## src/rtl/crc_frame_builder.sv

```systemverilog
// Collects NIBBLES 4-bit beats into one message, presents it with valid/ready,
// and discards streams that gap mid-frame or overrun a held frame.
module crc_frame_builder #(
   parameter int NIBBLES = 15,
   parameter int CNT_W   = 8
) (
   input  logic                 clk_1,
   input  logic                 rst,
   input  logic                 in_valid,
   input  logic [3:0]           in_nibble,
   input  logic                 in_mode,
   input  logic                 in_crc,
   input  logic                 out_ready,
   output logic                 out_valid,
   output logic [4*NIBBLES-1:0] out_message,
   output logic                 out_mode,
   output logic                 out_crc,
   output logic                 out_fire,
   output logic                 frame_err,
   output logic                 busy,
   output logic [CNT_W-1:0]     frame_cnt
);
   localparam int         MSG_W    = 4 * NIBBLES;
   localparam int         POS_W    = $clog2(MSG_W);
   localparam logic [3:0] LAST_IDX = 4'(NIBBLES - 1);

   typedef enum logic [1:0] {S_IDLE, S_COLLECT, S_HOLD} state_t;

   state_t           r_state;
   logic [3:0]       r_beat_idx;
   logic [MSG_W-1:0] r_message;
   logic             r_mode;
   logic             r_crc;
   logic             r_valid;
   logic             r_err;
   logic             r_busy;
   logic [CNT_W-1:0] r_cnt;

   logic [POS_W-1:0] w_msb;
   logic [MSG_W-1:0] w_first;

   // Top bit of the nibble slot addressed by the current beat index.
   assign w_msb   = POS_W'(MSG_W - 1) - POS_W'({r_beat_idx, 2'b00});
   assign w_first = {in_nibble, {(MSG_W-4){1'b0}}};

   always_ff @(posedge clk_1 or posedge rst) begin
      if (rst) begin
         r_state    <= S_IDLE;
         r_beat_idx <= 4'd0;
         r_message  <= '0;
         r_mode     <= 1'b0;
         r_crc      <= 1'b0;
         r_valid    <= 1'b0;
         r_err      <= 1'b0;
         r_busy     <= 1'b0;
         r_cnt      <= '0;
      end else begin
         r_err <= 1'b0;
         case (r_state)
            S_IDLE: begin
               if (in_valid) begin
                  r_message  <= w_first;
                  r_mode     <= in_mode;
                  r_crc      <= in_crc;
                  r_beat_idx <= 4'd1;
                  r_busy     <= 1'b1;
                  r_state    <= S_COLLECT;
               end
            end
            S_COLLECT: begin
               if (in_valid) begin
                  r_message[w_msb -: 4] <= in_nibble;
                  if (r_beat_idx == LAST_IDX) begin
                     r_beat_idx <= 4'd0;
                     r_valid    <= 1'b1;
                     r_state    <= S_HOLD;
                  end else begin
                     r_beat_idx <= r_beat_idx + 4'd1;
                  end
               end else begin
                  // A gap breaks the frame: drop what was gathered so far.
                  r_err      <= 1'b1;
                  r_message  <= '0;
                  r_beat_idx <= 4'd0;
                  r_busy     <= 1'b0;
                  r_state    <= S_IDLE;
               end
            end
            S_HOLD: begin
               if (out_ready) begin
                  r_cnt   <= r_cnt + CNT_W'(1);
                  r_valid <= 1'b0;
                  // A beat arriving with the transfer opens the next frame.
                  if (in_valid) begin
                     r_message  <= w_first;
                     r_mode     <= in_mode;
                     r_crc      <= in_crc;
                     r_beat_idx <= 4'd1;
                     r_state    <= S_COLLECT;
                  end else begin
                     r_busy  <= 1'b0;
                     r_state <= S_IDLE;
                  end
               end else if (in_valid) begin
                  r_err <= 1'b1;
               end
            end
            default: begin
               r_state <= S_IDLE;
            end
         endcase
      end
   end

   assign out_valid   = r_valid;
   assign out_message = r_message;
   assign out_mode    = r_mode;
   assign out_crc     = r_crc;
   assign out_fire    = r_valid & out_ready;
   assign frame_err   = r_err;
   assign busy        = r_busy;
   assign frame_cnt   = r_cnt;
endmodule

```

## config.mk

```make
export PLATFORM = sky130hd
export DESIGN_NAME = crc_frame_builder
export DESIGN_NICKNAME = d
export VERILOG_FILES = /design/src/rtl/crc_frame_builder.sv
export SDC_FILE = /design/constraint.sdc
export NUM_CORES = 1
export LEC_CHECK = 0
export CAP_MARGIN = 15
export CORE_ASPECT_RATIO = 0.8
export CORE_UTILIZATION = 30
export DETAILED_ROUTE_END_ITERATION = 10
export GPL_ROUTABILITY_DRIVEN = 0
export HOLD_SLACK_MARGIN = 0.06
export PLACE_DENSITY = 0.61
export SLEW_MARGIN = 20
export SYNTH_ARGS = -nofsm -noshare
export SYNTH_HDL_FRONTEND = slang
export SYNTH_SLANG_ARGS = --single-unit
```

## constraint.sdc

```tcl
create_clock -name clk_1 -period 2.69 [get_ports clk_1]
set_input_delay 0.538 -clock clk_1 [delete_from_list [all_inputs] [get_ports clk_1]]
set_output_delay 0.538 -clock clk_1 [all_outputs]
set_load 0.1 [all_outputs]
```

=== After elaboration in Yosys (flattened, before gate mapping) ===
Cells that the tools add are included.

* Register bits: 79
* Bits of input ports: 10
* Output and inout port bits: 74
* Logic and storage cells: 68

* $add $sub $neg: 4
* Equal/unequal tests: 8
* Shift-type cells: 2
* Multiplexer cells: 34
* Bitwise logic cells: 1
* Reduce and logical (&&, ||, !) cells: 10

{| class="wikitable"
|+ Operators with widths
! operator !! count
|-
| $mux W60 || 3
|-
| $pmux W60 S3 || 1
|-
| $shift A4 B8 Y63 const A || 1
|-
| $shiftx A4 B8 Y63 || 1
|-
| $bwmux W60 || 1
|-
| $mux W4 || 4
|-
| $mux W1 || 14
|-
| $pmux W4 S3 || 1
|-
| $add A8 B1 Y8 const B || 1
|-
| $mux W2 || 4
|-
| $ne A2 B2 Y1 const B || 4
|-
| $neg A6 Y8 || 1
|-
| $pmux W1 S2 || 4
|-
| $pmux W2 S3 || 1
|-
| $reduce_and A2 Y1 || 3
|-
| $reduce_and A3 Y1 || 2
|-
| $sub A6 B6 Y6 const A || 1
|-
| $add A4 B1 Y4 const B || 1
|-
| $eq A4 B4 Y1 const B || 1
|-
| $reduce_and A4 Y1 || 1
|-
| $reduce_bool A2 Y1 || 2
|-
| $ne A3 B3 Y1 const B || 1
|-
| $pmux W1 S3 || 1
|-
| $reduce_bool A3 Y1 || 1
|-
| other kinds (4) || 4
|}

=== Depth between registers and ports, before layout ===
Gate-level depths: netlist (run 1).

* Word-level depth: 6
* Mapped depth: 9

=== Worst setup path after synthesis (run 1) ===
OpenSTA, ideal clock, no wires.

* Path kind: reg-to-output
* Start point: register r_valid (netlist: out_valid)
* End point: output out_fire
* Data arrival time: 1.792 ns
* Setup slack: 0.360 ns
* Cell stages (with the launch flop): 2
* Path through: dfrtp_1 and2_1

* Longest elaborated chain between the ends: 1

{| class="wikitable"
|+ Ends and longest elaborated chain
! element !! RTL line !! source
|-
| start: declaration || 34 || <nowiki>logic r_valid;</nowiki>
|-
| start signal: assignment || 53 || <nowiki>r_valid <= 1'b0;</nowiki>
|-
| start signal: assignment || 75 || <nowiki>r_valid <= 1'b1;</nowiki>
|-
| start signal: assignment || 92 || <nowiki>r_valid <= 1'b0;</nowiki>
|-
| $and A1 B1 Y1 || 119 || <nowiki>assign out_fire = r_valid & out_ready;</nowiki>
|-
| end: declaration || 18 || <nowiki>output logic out_fire,</nowiki>
|}

No other way between the ends.

=== Final worst setup path (run 1) ===
* Start point: register r_beat_idx[0]
* End point: register r_message[17] (netlist: out_message[17])

* Longest elaborated chain between the ends: 6
* Elaborated cells between the ends (all ways): 7

{| class="wikitable"
|+ Ends and longest elaborated chain
! element !! RTL line !! source
|-
| start: declaration || 30 || <nowiki>logic [3:0] r_beat_idx;</nowiki>
|-
| start signal: assignment || 78 || <nowiki>r_beat_idx <= r_beat_idx + 4'd1;</nowiki>
|-
| $sub A6 B6 Y6 * || 43 || <nowiki>assign w_msb = POS_W'(MSG_W - 1) - POS_W'({r_beat_idx, 2'b00});</nowiki>
|-
| $neg A6 Y8 * || 72 || <nowiki>r_message[w_msb -: 4] <= in_nibble;</nowiki>
|-
| $shiftx A4 B8 Y63 / $shift A4 B8 Y63 (equally long branches) || 72 ||
|-
| $bwmux W60 * || 72 ||
|-
| $mux W60 * || 71 || <nowiki>if (in_valid) begin</nowiki>
|-
| $pmux W60 S3 * || 59 || <nowiki>case (r_state)</nowiki>
|-
| end signal: assignment || 62 || <nowiki>r_message <= w_first;</nowiki>
|-
| end signal: indexed assignment || 72 ||
|-
| end signal: assignment || 95 || <nowiki>r_message <= w_first;</nowiki>
|-
| end: declaration || 31 || <nowiki>logic [MSG_W-1:0] r_message;</nowiki>
|}

Every way passes the cells marked *; elsewhere a longest branch is shown, timed or not.
A chain may end at the register's enable or synchronous reset.

==> results_dict.tcl, run 1 <==
set metrics [dict create \
    overflow 0 \
    final_hold_viol_count 0 \
    clockRootBuffer "clkbuf_16" \
    grt_pass1_wl_mm 14.7 \
    fin_crit_sh 0.860 \
    ys.flop_type "dfrtp_1" \
    yosys.area_share.adder 0.0386 \
    timing.rr.start "r_beat_idx[0]" \
    worstReg2RegEnd "out_message[17]" \
    insertion_delay_ns 0.33 \
    drive_gt1_frac 0.287 \
    drt_first_pass_iters 4 \
    skew_ns 0.00477 \
    status "finished, final reports clean" \
    setup-violations-final 0 \
    clock_path_buffers 2 \
    synth_area_um2 3560 \
    core_um2 11600 \
    grtUsageTotal 0.158 \
    dp_hpwl_mm 6.73 \
    synth.area.mux_share 0.0123 \
    cp-start-kind "register" \
    max-vdd-ir-drop_mv 0.833 \
    grt_antenna_before_repair 0 \
    drv_cap 0 \
    synthCells 307 \
    dieHeight_um 99.5 \
    regToRegSetupSlack_ns 0.38 \
    synth_xor_area_frac 0.0242 \
    min_to "frame_cnt[7]" \
    grt_pass1_vias 2778 \
    final_cell_mix "85 x buf_4, 79 x dfrtp_1, 32 x a22o_1" \
    vias 2862 \
    power_density_nw_per_um2 951 \
    io_buffers 83 \
    drv_slew 0 \
    hold_path_startpoint "frame_cnt[7]" \
    initial_core_util 0.308 \
    layout_commonest_cell "buf_4" \
    relSlewSlack 0.657 \
    cts_buffers 9 \
    ys_seq_elements 79 \
    syn_avg_cell_area_um2 11.6 \
    die_area_um2 12300 \
    final_cells 555 \
    ctsResizeCount 0 \
    worst_pin_slew_ns 0.512 \
    diodes 0 \
    rows 35 \
    grt_max_degree 80 \
    crit_path_max_fanout 12 \
    cts.sinks 79 \
    worstPathArrival_ns 2.53 \
    routed_via_density 5.16 \
    ctsHoldBuffers 0 \
    tns_ns 0 \
    synth_edf_count 0 \
    drt_iter0_drc 143 \
    ys_seq_area_frac 0.555 \
    worstPathRequired_ns 2.91 \
    synthesis.nets 328 \
    cts_tree "yes" \
    hold_depth 1 \
    total_power_mw 4.57 \
    r2r_cells 6 \
    routed_wl_mm 9.33 \
    period_needed_ns 2.31 \
    leakage_nw 2.34 \
    critical_path_class "register to register" \
    yosys.area_share.simple 0.112 \
    postCtsSetupBuffers 0 \
    nets 423 \
    rsz0062_at_grt "no" \
    die_width_um 124 \
    clkSlewWorstSetupHoldPaths_ns 0.06 \
    dp.cells 539 \
    h-tree-depth 3 \
    critPathCaptureType "register" \
    ys_warn_count 0 \
    synth_top_family_by_area "compound AO/OA/AOI/OAI gates" \
    final_util 0.415 \
    clock.fmax_mhz 432 \
    drc_errors 0 \
    hold_class "register to register" \
    synth_compound_area_frac 0.231 \
    postRouteAntennaNets 0 \
    async_flop_share 1.00 \
    wire_per_inst_um 16.8 \
    area_growth_pct 34.8 \
    ys_types 44 \
    pin_count 84 \
]
==> power breakdown <==
group	internal [mW]	total (mW)	switching (mW)
logic	0.476	1.79	1.32
registers	1.30	1.41	0.114
clock network	0.904	1.37	0.462
==> Yosys cell counts, types with 2 or more instances <==
cell type   n  share of area
o21ai_0    15          0.021
nor2_1     14          0.015
o2bb2ai_1  20          0.049
o21ai_1     2         0.0028
nand3_1    10          0.014
clkbuf_1    4         0.0042
and3_1      6          0.011
a32o_1      4          0.011
a21oi_1     6         0.0084
dfrtp_1    79           0.55
nand4_1     7          0.012
mux2_2      3         0.0095
buf_2       5         0.0070
nand2_1    18          0.019
inv_1      10          0.011
and2_1      4         0.0070
xnor2_1     4         0.0098
o211ai_2    2         0.0070
o211ai_1   13          0.027
nor2b_1     4         0.0070
a31oi_1     3         0.0053
nand2b_1    5         0.0088
xor2_1      4         0.0098
a22o_1     32          0.079
ha_1       11          0.039
a2bb2oi_1   4         0.0098
==> metrics by stage <==
stage,area (um2),hold slack [ns],setup slack (ns)
6_report,4800,0.476,0.376
3_3_place_gp,4470,0.462,0.250
3_5_place_dp,4470,0.466,0.217
5_1_grt,4800,0.506,0.222
2_1_floorplan,3560,0.569,0.129
4_1_cts,4800,0.478,0.428
==> worst max-delay path, cell delays in order, from the launching register on <==
cell,delay (ns)
dfrtp_1,0.60
ha_1,0.32
and2_1,0.17
a21oi_1,0.09
o211ai_1,0.44
o211ai_1,0.28
a22o_1,0.29
==> worst max-delay path by stage <==
stage | startpoint | endpoint | slack [ns]
finish | r_beat_idx[0] | out_message[17] | 0.38
global route | r_beat_idx[0] | out_message[59] | 0.22
CTS | r_state[0] | out_message[59] | 0.43
detailed placement | in_valid | out_message[56] | 0.22
global placement | in_valid | out_message[56] | 0.25
floorplan | rst | busy | 0.13
==> kinds of logic after synthesis <==
logic type,Yosys count
xor+xnor,9
fa+ha+maj,11
simple gates,76
compound gates,105
buf+inv,23
flops,79
mux,4
==> registers in the layout, indices dropped and copies added, names as in the netlist <==
register,count
out_valid,1
busy,1
frame_cnt,8
r_beat_idx,4
out_message,60
frame_err,1
r_state,2
out_mode,1
out_crc,1
==> metal layers <==
metal  vias up  wire, um  global-route usage
li1       1344         -                   -
met1      1414      4550               0.228
met2        95      4070               0.224
met3         9       620              0.0487
met4         0        87              0.0491
met5         -         0                   0
==> layout make-up <==
cell class / count / area (um2)
Clock buffer: 10 / 229
Clock inverter: 6 / 109
Fill cell: 1125 / 6760
Inverter: 11 / 41.3
Multi-Input combinational cell: 205 / 1490
Sequential cell: 79 / 1980
Tap cell: 148 / 185
Timing Repair Buffer: 96 / 768
Power figures use the tool's default switching activity.
==> run 2, diff against run 1 <==
PLACE_DENSITY = 0.59   (was 0.61)
SETUP_SLACK_MARGIN = 0.4   (was default)
clock period = 3 ns   (was 2.69 ns; I/O delays follow)
==> run 2 against run 1 <==
Effect of this change:
- sequential cell count is the same
- final cell count shrank 0.72%
- setup slack gained 0.28 ns
- clock-buffer cell count grew 1
- combinational power shrank 13%
- utilization shrank 0.27 points
- global-route usage grew 0.37 points
- die area is the same
- clock power shrank 12%
- sequential power shrank 9%
- critical endpoint is now out_message[21]
- largest power group unchanged
- highest routed layer unchanged
==> results_dict.tcl, run 2 (synthesis results as in run 1) <==
set metrics [dict create \
    routed_wl_mm 9.48 \
    drt_iter0_drc 105 \
    relSlewSlack 0.537 \
    initial_core_util 0.308 \
    hold_class "register to register" \
    drive_gt1_frac 0.283 \
    whs_ns 0.478 \
    dp_hpwl_mm 6.80 \
    clock.fmax_mhz 427 \
    postRouteAntennaNets 0 \
    vias 2820 \
    skew_ns 0.00677 \
    final_cell_mix "81 x buf_4, 79 x dfrtp_1, 32 x a22o_1" \
    postCtsSetupBuffers 0 \
    grt_pass1_wl_mm 15.0 \
    fin_crit_sh 0.780 \
    pre_cts_slack_ns 0.382 \
    critical_path_class "register to register" \
    total_power_mw 4.03 \
    setup_ws_ns 0.661 \
    clockRootBuffer "clkbuf_16" \
    drt_first_pass_iters 4 \
    nets 419 \
    grt_pass1_vias 2729 \
    cp-start-kind "register" \
    rsz0062_at_grt "no" \
    grtUsageTotal 0.162 \
    crit_path_max_fanout 12 \
    postPlaceCellArea_um2 4440 \
    wire_per_inst_um 17.2 \
    dp.cells 535 \
    layout_commonest_cell "buf_4" \
    diodes 0 \
    ctsResizeCount 0 \
    drv_slew 0 \
    fin_area_um2 4770 \
    final_util 0.413 \
    worstPathArrival_ns 2.56 \
    power_density_nw_per_um2 845 \
    period_needed_ns 2.34 \
    largest_reg_flops 60 \
    cts_buffers 9 \
    worstPathRequired_ns 3.22 \
    core_um2 11600 \
    drc_errors 0 \
    grt_max_degree 45 \
    die_area_um2 12300 \
    dieHeight_um 99.5 \
    routed_via_density 5.12 \
    insertion_delay_ns 0.34 \
    cts_tree "yes" \
    pin_count 84 \
    overflow 0 \
    h-tree-depth 3 \
    die_width_um 124 \
    critPathCaptureType "register" \
    area_growth_pct 33.9 \
    final_hold_viol_count 0 \
    setup-violations-final 0 \
    tns_ns 0 \
    cts.sinks 79 \
    clkSlewWorstSetupHoldPaths_ns 0.06 \
    ctsHoldBuffers 0 \
    rows 35 \
    clock_path_buffers 2 \
    worst_pin_slew_ns 0.690 \
    drv_cap 0 \
    grt_antenna_before_repair 0 \
    max-vdd-ir-drop_mv 0.710 \
    final_cells 551 \
    fill_cells 1144 \
    status "finished, final reports clean" \
    leakage_nw 2.31 \
    io_buffers 83 \
]
run 2: cell type report:
type | instances | area, um2 | area share
timing repair buffer | 92 | 738 | 0.155
multi-input combinational | 205 | 1490 | 0.313
sequential | 79 | 1980 | 0.414
clock inverter | 5 | 80.1 | 0.0168
clock buffer | 11 | 253 | 0.0530
inverter | 11 | 45.0 | 0.00944
tap | 148 | 185 | 0.0388
run 2: critical path: stages (launching register included):
cell,delay (ns)
dfrtp_1,0.60
ha_1,0.31
and2_1,0.18
a21oi_1,0.09
o211ai_1,0.46
o211ai_1,0.28
a22o_1,0.29
run 2: metal layers:
layer  global-route usage  share of wire  vias up
li1                     -              -     1341
met2                0.220           0.41      101
met1                0.243           0.51     1371
met5                    0              0        -
met4               0.0454         0.0081        0
met3               0.0499          0.072        7
run 2: where the power goes:
group,internal (mW),leakage (nW),switching (mW)
Clock,0.772,0.158,0.430
Sequential,1.16,1.08,0.120
Combinational,0.405,1.07,1.15
run 2: final timing paths:
path / start / end / slack, ns / cells after the start
min in group asynchronous: rst / frame_cnt[1] / 0.66 / 2
worst max-delay path: r_beat_idx[0] / out_message[21] / 0.66 / 6
worst max register to register: r_beat_idx[0] / out_message[21] / 0.66 / 6
worst min register to register: frame_cnt[7] / frame_cnt[7] / 0.48 / 1
max in group asynchronous: rst / out_message[29] / 1.73 / 3
worst min-delay path: frame_cnt[7] / frame_cnt[7] / 0.48 / 1
==> run 3, diff against run 2 <==
PLACE_DENSITY = 0.61   (was 0.59)
clock period = 2.1 ns   (was 3 ns; I/O delays follow)
==> run 3 against run 2 <==
Effect of this change:
- clock power is 29% higher
- sequential cell count stayed put
- critical path type unchanged
- total power is 60% higher
- largest power group unchanged
- critical path depth stayed put
==> results_dict.tcl, run 3 (synthesis results as in run 1) <==
set metrics [dict create \
    overflow 0 \
    drive_gt1_frac 0.482 \
    fin_area_um2 5440 \
    wire_per_inst_um 18.2 \
    routed_wl_mm 10.6 \
    drt_iter0_drc 191 \
    io_buffers 83 \
    h-tree-depth 3 \
    setup_ws_ns 0.253 \
    fin_crit_sh 0.879 \
    final_hold_viol_count 0 \
    relSlewSlack 0.653 \
    postPlaceCellArea_um2 4700 \
    ctsHoldBuffers 0 \
    drv_slew 0 \
    initial_core_util 0.308 \
    whs_ns 0.417 \
    clockRootBuffer "clkbuf_16" \
    routed_via_density 5.18 \
    worst_pin_slew_ns 0.519 \
    clkSlewWorstSetupHoldPaths_ns 0.06 \
    die_area_um2 12300 \
    worstPathRequired_ns 2.33 \
    grt_antenna_before_repair 0 \
    grt_max_degree 40 \
    clock_path_buffers 2 \
    vias 3027 \
    insertion_delay_ns 0.34 \
    worstPathCellList "ha_4 > and2b_4 > nand4_1 > o211ai_4 > o211ai_1 > a32o_1" \
    rows 35 \
    pre_cts_slack_ns -0.115 \
    clock.fmax_mhz 541 \
    largest_reg_flops 60 \
    dieHeight_um 99.5 \
    pin_count 84 \
    power_density_nw_per_um2 1190 \
    max-vdd-ir-drop_mv 1.14 \
    die_width_um 124 \
    hold_class "input pin to async pin" \
    critical_path_class "register to register" \
    rsz0062_at_grt "yes" \
    drt_first_pass_iters 4 \
    worst_path_dominant_cell_family "compound AO/OA/AOI/OAI gates" \
    final_cell_mix "101 x buf_4, 71 x dfrtp_1, 32 x a22o_1" \
    drc_errors 0 \
    tns_ns 0 \
    crit_path_max_fanout 6 \
    critPathCaptureType "register" \
    cts_tree "yes" \
    final_cells 584 \
    total_power_mw 6.46 \
    nets 452 \
    core_um2 11600 \
    status "finished, final reports clean" \
    leakage_nw 2.54 \
    grt_pass1_vias 3057 \
    skew_ns 0.00615 \
    period_needed_ns 1.85 \
    final_util 0.470 \
    grt_pass1_wl_mm 16.8 \
    dp_hpwl_mm 7.19 \
    worstPathArrival_ns 2.08 \
    diodes 0 \
    cts.sinks 79 \
    drv_cap 0 \
    dp.cells 547 \
    cp-start-kind "register" \
    postRouteAntennaNets 0 \
    layout_commonest_cell "buf_4" \
    cts_buffers 9 \
    slowest_delay_ns 0.42 \
    setup-violations-final 0 \
    area_growth_pct 52.5 \
    critical_path_buf_inv_count 0 \
    grtUsageTotal 0.183 \
    slowest_stage "dfrtp_1" \
]
run 3: cell types whose count changed in the layout (fill, tap and decap cells not counted), sizes merged:
cell,change
buf,+33
bufinv,-1
clkbuf,-1
clkdlybuf4s50,-2
clkinv,+1
clkinvlp,+1
dlygate4sd2,+2
run 3: what timing repair did:
item | in CTS | in global routing
pin swaps | 55 | 22
setup endpoints to repair | 68 | 66
buffers inserted | 14 | 5
gates cloned | 2 | 0
resized for setup | 56 | 18
run 3: final timing paths:
| kind | start | endpoint | slack, ns | cells past startpoint |
|---|---|---|---|---|
| max | r_beat_idx[0] | out_message[14] | 0.25 | 6 |
| min | rst | frame_cnt[6] | 0.42 | 2 |
| max reg2reg | r_beat_idx[0] | out_message[14] | 0.25 | 6 |
| min reg2reg | frame_cnt[7] | frame_cnt[7] | 0.49 | 1 |
| max in group asynchronous | rst | out_message[45] | 1.16 | 3 |
| min in group clk_1 | frame_cnt[7] | frame_cnt[7] | 0.49 | 1 |
run 3: where the power goes:
group	switching (mW)	internal [mW]	total (mW)
logic	2.06	1.07	3.13
clock network	0.637	0.916	1.55
registers	0.113	1.67	1.78
total	2.81	3.65	6.46
run 3: cell type report:
cell class | count | area [um2]
flip-flops and latches | 79 | 1990
clock buffers | 10 | 229
inverters | 11 | 45.0
fillers | 1069 | 6130
multi-input cells | 205 | 1890
well taps | 148 | 185
repair buffers | 125 | 1040
clock inverters | 6 | 62.6
run 3: layer usage:
metal,global-route usage,up-vias,part of all wire
li1,-,1412,-
met1,0.262,1519,0.48
met2,0.263,88,0.44
met3,0.0505,8,0.063
met4,0.0621,0,0.010
met5,0,-,0
run 3: worst reg2reg max path, stage by stage (launching register included):
cell and delay [ns]:
dfrtp_1 0.42, ha_4 0.20, and2b_4 0.30, nand4_1 0.18, o211ai_4 0.17, o211ai_1 0.21
a32o_1 0.25
